## config.mk

```make
export PLATFORM = sky130hd
export DESIGN_NAME = fetch_unit
export DESIGN_NICKNAME = d
export VERILOG_FILES = /design/src/rtl/fetch_unit.sv
export SDC_FILE = /design/constraint.sdc
export NUM_CORES = 1
export LEC_CHECK = 0
export BUFFER_PORTS_ARGS = -buffer_cell sky130_fd_sc_hd__clkbuf_2
export CORE_MARGIN = 2
export CORE_UTILIZATION = 47
export DETAILED_ROUTE_END_ITERATION = 7
export PLACE_DENSITY = 0.77
export SYNTH_ARGS = -nofsm -noshare
export SYNTH_HDL_FRONTEND = slang
export SYNTH_SLANG_ARGS = --single-unit
export TNS_END_PERCENT = 100
```

## constraint.sdc

```tcl
create_clock -name clk -period 2.7 [get_ports clk]
set_clock_uncertainty 0.2 [all_clocks]
set_input_delay 0.54 -clock clk [delete_from_list [all_inputs] [get_ports clk]]
set_output_delay 0.54 -clock clk [all_outputs]
set_load 0.02 [all_outputs]
```

## src/rtl/fetch_unit.sv

```systemverilog
// Instruction fetch unit: one outstanding memory read, one-entry output buffer, redirect support.
// Build option FETCH_MISALIGN_TRAP_EN: misaligned redirect targets park the unit in FAULT.
module fetch_unit #(
  parameter logic [31:0] RESET_PC = 32'h0000_0000
) (
  input  logic        clk,
  input  logic        rst,
  output logic        mem_req,
  output logic [31:0] mem_addr,
  input  logic        mem_gnt,
  input  logic        mem_rvalid,
  input  logic [31:0] mem_rdata,
  output logic [31:0] instr,
  output logic [31:0] instr_pc,
  output logic        instr_valid,
  input  logic        instr_ready,
  input  logic        redirect,
  input  logic [31:0] redirect_pc,
  output logic        misaligned,
  output logic [2:0]  state_dbg
);

  // Handshakes: a memory request is accepted in a cycle with mem_req & mem_gnt; an
  // instruction is consumed in a cycle with instr_valid & instr_ready, and instr,
  // instr_pc and instr_valid do not change until that happens (or a redirect flushes).
`ifdef FETCH_MISALIGN_TRAP_EN
  typedef enum logic [2:0] {
    S_REQ = 3'd0, S_WAIT = 3'd1, S_HOLD = 3'd2, S_DROP = 3'd3, S_FAULT = 3'd4
  } state_t;
`else
  typedef enum logic [2:0] {
    S_REQ = 3'd0, S_WAIT = 3'd1, S_HOLD = 3'd2, S_DROP = 3'd3
  } state_t;
`endif

  state_t      state, state_n, redirect_state;
  logic [31:0] pc, pc_n, instr_n, instr_pc_n, target;
  logic        valid_n;

`ifdef FETCH_MISALIGN_TRAP_EN
  logic mis_q, mis_n, pending, pending_n, target_bad;
  assign target     = redirect_pc;
  assign target_bad = |redirect_pc[1:0];
  assign misaligned = mis_q;
`else
  logic unused_lsbs;
  assign target      = {redirect_pc[31:2], 2'b00};
  assign unused_lsbs = ^redirect_pc[1:0];
  assign misaligned  = 1'b0;
`endif

  assign mem_req   = (state == S_REQ) && !rst;
  assign mem_addr  = pc;
  assign state_dbg = state;

  // Where an aligned redirect lands: DROP whenever a read is still in flight.
  always_comb begin
    redirect_state = S_REQ;
    case (state)
      S_REQ:         redirect_state = mem_gnt ? S_DROP : S_REQ;
      S_WAIT, S_DROP: redirect_state = mem_rvalid ? S_REQ : S_DROP;
`ifdef FETCH_MISALIGN_TRAP_EN
      S_FAULT:       redirect_state = (pending && !mem_rvalid) ? S_DROP : S_REQ;
`endif
      default:       redirect_state = S_REQ;
    endcase
  end

  always_comb begin
    state_n    = state;
    pc_n       = pc;
    instr_n    = instr;
    instr_pc_n = instr_pc;
    valid_n    = instr_valid;
`ifdef FETCH_MISALIGN_TRAP_EN
    mis_n      = mis_q;
    pending_n  = pending;
    if (mem_rvalid) pending_n = 1'b0;
    if (mem_req && mem_gnt) pending_n = 1'b1;
`endif
    case (state)
      S_REQ: if (mem_gnt) state_n = S_WAIT;
      S_WAIT: begin
        if (mem_rvalid) begin
          instr_n    = mem_rdata;
          instr_pc_n = pc;
          valid_n    = 1'b1;
          pc_n       = pc + 32'd4;
          state_n    = S_HOLD;
        end
      end
      S_HOLD: begin
        if (instr_ready) begin
          valid_n = 1'b0;
          state_n = S_REQ;
        end
      end
      S_DROP: if (mem_rvalid) state_n = S_REQ;
`ifdef FETCH_MISALIGN_TRAP_EN
      S_FAULT: state_n = S_FAULT;
`endif
      default: state_n = S_REQ;
    endcase
    if (redirect) begin
      valid_n = 1'b0;
      pc_n    = target;
`ifdef FETCH_MISALIGN_TRAP_EN
      mis_n   = target_bad;
      state_n = target_bad ? S_FAULT : redirect_state;
`else
      state_n = redirect_state;
`endif
    end
  end

  always_ff @(posedge clk) begin
    if (rst) begin
      state       <= S_REQ;
      pc          <= RESET_PC;
      instr       <= '0;
      instr_pc    <= '0;
      instr_valid <= 1'b0;
`ifdef FETCH_MISALIGN_TRAP_EN
      mis_q       <= 1'b0;
      pending     <= 1'b0;
`endif
    end else begin
      state       <= state_n;
      pc          <= pc_n;
      instr       <= instr_n;
      instr_pc    <= instr_pc_n;
      instr_valid <= valid_n;
`ifdef FETCH_MISALIGN_TRAP_EN
      mis_q       <= mis_n;
      pending     <= pending_n;
`endif
    end
  end

endmodule

```

==> impl_results.md <==
- Outcome: completed
- Power Total: 2900 µW
- Top layer in use: met4
- Clk sinks: 95
- Starting density of the core: 48.8%
- Final nets: 742
- YS warnings: 0
- Layout cells sized above 1: between 20 and 30%
- Fill cells: around 740
- Post-synth EDFFs: 0
- CTS buffer count: 9
- Total track usage: ~22%
- Worst r2r dst: mem_addr[31]$_SDFFE_PP0P_
- Worst reg2reg setup slack: a little over 0.3 ns
- R2r startpoint: mem_addr[19]$_SDFFE_PP0P_
- Drt wl/cell: between 10 and 15 µm
- Power per cell area: about 570 nW/µm²
- CP required: about 2.8 ns
- Diode count: 0
- WL final: ~10,000 µm
- CP Capture Type: register
- Post-CTS resize count: 0
- CP max FO: 7
- WL met2: about 4800 µm
- Final period util: around 88%
- # hold bufs at CTS: 0
- WL met1: 4550 µm
- DRT iter0 DRCs: slightly below 200
- Cell Rows: 33
- Final RePlAce weighted congestion: between 0.8 and 0.9
- Die width: roughly 97 µm
- Critical Path End: mem_addr[31]$_SDFFE_PP0P_
- Syn Inst Count: between 500 and 600
- Final HPWL DP: about 7300 µm
- Fmax: between 400 and 500 MHz
- Yosys cell types: 41
- Unrepaired setup endpoints after global routing: false
- H-Tree Depth: 3
- Yosys top cell by area: dfxtp_1
- Post-Route Setup TNS: 0 ns
- Clk_lat worst skew: about 0.36 ns
- Largest net degree at the start of global routing: 67
- Beginning of the worst hold path: redirect_pc[26]
- Register clock-pin slew on the reported worst setup and hold paths: 0.09 ns
- Number of global-route vias before repair: approximately 3,700
- Worst setup path category: register to register
- Area growth syn-to-layout: 26.6%
- Final hold viol count: 0
- Register area share after synthesis: between 40% and 50%
- Synth top area share: between 40 and 50%
- Worst reg-to-reg path cell count: 5
- Final min period: roughly 2.4 ns
- Synth top area cells: dfxtp_1, nand2_1, a21oi_1
- Worst setup path startpoint: mem_addr[19]$_SDFFE_PP0P_
- Placed insts: between 700 and 800
- Core ar.: approximately 8300 µm²
- First-pass GRT wire length: 17,300 µm
- Ys flop type: dfxtp_1
- Synthesis-stage register bit count: 95
- Most common cell after layout, fill and taps aside: clkbuf_2
- Post-route ant nets: 0
- Drt first pass iters: 4
- Min-delay worst type: input pin to register
- Post-synth ARST share: 0%
- Commonest non-fill, non-tap cells in the layout: clkbuf_2, nand2_1, dfxtp_1, a21oi_1, inv_1
- Grt ovf: 0
- Vias per cell: 5.06
- VDD IR-drop max: around 0.32 mV
- Setup Buffers After CTS: 0
- Final Setup Violations: 0
- # IOs: 172
- Via Count: just under 4,000
- Die height: 96.9 µm
- Clk root buf: clkbuf_8
- Max Slew Vio Count: 0
- Leakage: roughly 0.0023 µW
- Remaining DRCs: 0
- Clock Path Buffers: 2
- Syn avg cell area: 7.74 µm²
- Initial antenna violation count: 0
- Worst-Margin Slew: 0.661 ns
- Cell Area, Synth: 4050 µm²
- Number of max-cap violations: 0
- Met3 wire length: roughly 760 µm
- DIE AREA: between 9000 and 10,000 µm²
- Critical path arrival: approximately 2.5 ns
- TritonCTS clock tree: built
- Slew margin rel.: between 50% and 60%
- Fin cells: about 780
- Port bufs: between 150 and 200
- CP Launch Type: register
-- cell families after synthesis --
family / Yosys count / share of synthesized area, %
fa+ha+maj: 1 / 0.309
compound gates: 115 / 15.6
simple gates: 219 / 24.0
buf+inv: 64 / 6.67
flops: 95 / 46.9
xor+xnor: 25 / 5.40
mux: 4 / 0.988
other cells: 1 / 0.0925
-- flip-flops by register name, summed over array words and instances, names as in the netlist --
register / count
instr_pc: 30
state_dbg: 2
instr: 32
mem_addr: 30
instr_valid: 1
-- metrics by stage --
stage | utilization (%) | instance area [µm²] | worst slack, ns | hold slack [ns]
CTS | 61.8 | 5130 | 0.312 | 0.165
finish | 61.8 | 5130 | 0.312 | 0.176
global route | 61.8 | 5130 | 0.208 | 0.169
detailed placement | 59.3 | 4920 | 0.332 | 0.246
global placement | 59.3 | 4920 | 0.379 | 0.240
floorplan | - | 4070 | 0.321 | 0.335
-- synthesized netlist by cell type, drive strengths merged (2+ instances only) --
master / count
nand4: 6
nor4: 9
nor2: 13
clkbuf: 37
dfxtp: 95
nand3: 12
nor2b: 4
or3: 2
and2: 3
mux2i: 4
a21oi: 84
and4: 3
nor3: 12
o21a: 14
nand2: 147
o31a: 2
xor2: 14
buf: 7
inv: 20
o21ai: 9
xnor2: 11
nand2b: 2
-- critical path, cell delays in order (launching register included) --
cell and delay (ns):
dfxtp_1 0.47, nand4_2 0.16, or3_1 0.51, or3_4 0.44, or4_1 0.47, nand3_1 0.09
-- metal layers --
metal | up-vias | global-route usage (%)
li1 | 2014 | -
met1 | 1771 | 27.4
met2 | 148 | 36.2
met3 | 15 | 6.21
met4 | 0 | 7.58
met5 | - | 0
-- how the worst min path moves through the flow --
| stage | to | slack [ns] | depth (start not counted) |
|---|---|---|---|
| 3_5_place_dp | instr_pc[28]$_SDFFE_PP0P_ | 0.25 | 2 |
| 3_3_place_gp | instr[31]$_SDFFE_PP0P_ | 0.24 | 2 |
| 5_1_grt | instr[10]$_SDFFE_PP0P_ | 0.17 | 3 |
| 2_1_floorplan | instr[0]$_SDFFE_PP0P_ | 0.33 | 2 |
| 6_report | mem_addr[26]$_SDFFE_PP0P_ | 0.18 | 3 |
| 4_1_cts | mem_addr[26]$_SDFFE_PP0P_ | 0.16 | 3 |
-- layout make-up --
type | instances | area, µm² | share of cell area, %
flip-flops and latches | 95 | 1900 | 37.1
clock buffers | 10 | 138 | 2.68
well taps | 105 | 131 | 2.56
repair buffers | 175 | 908 | 17.7
inverters | 20 | 75.1 | 1.46
multi-input cells | 370 | 1900 | 37.1
clock inverters | 6 | 76.3 | 1.49
-- report_power, final --
group	internal [µW]	switching [µW]	total [µW]
Sequential	1460	63.6	1520
Combinational	146	237	383
Clock	470	528	999
Total	2070	830	2900
No activity file was read; power rests on OpenSTA's default activity.
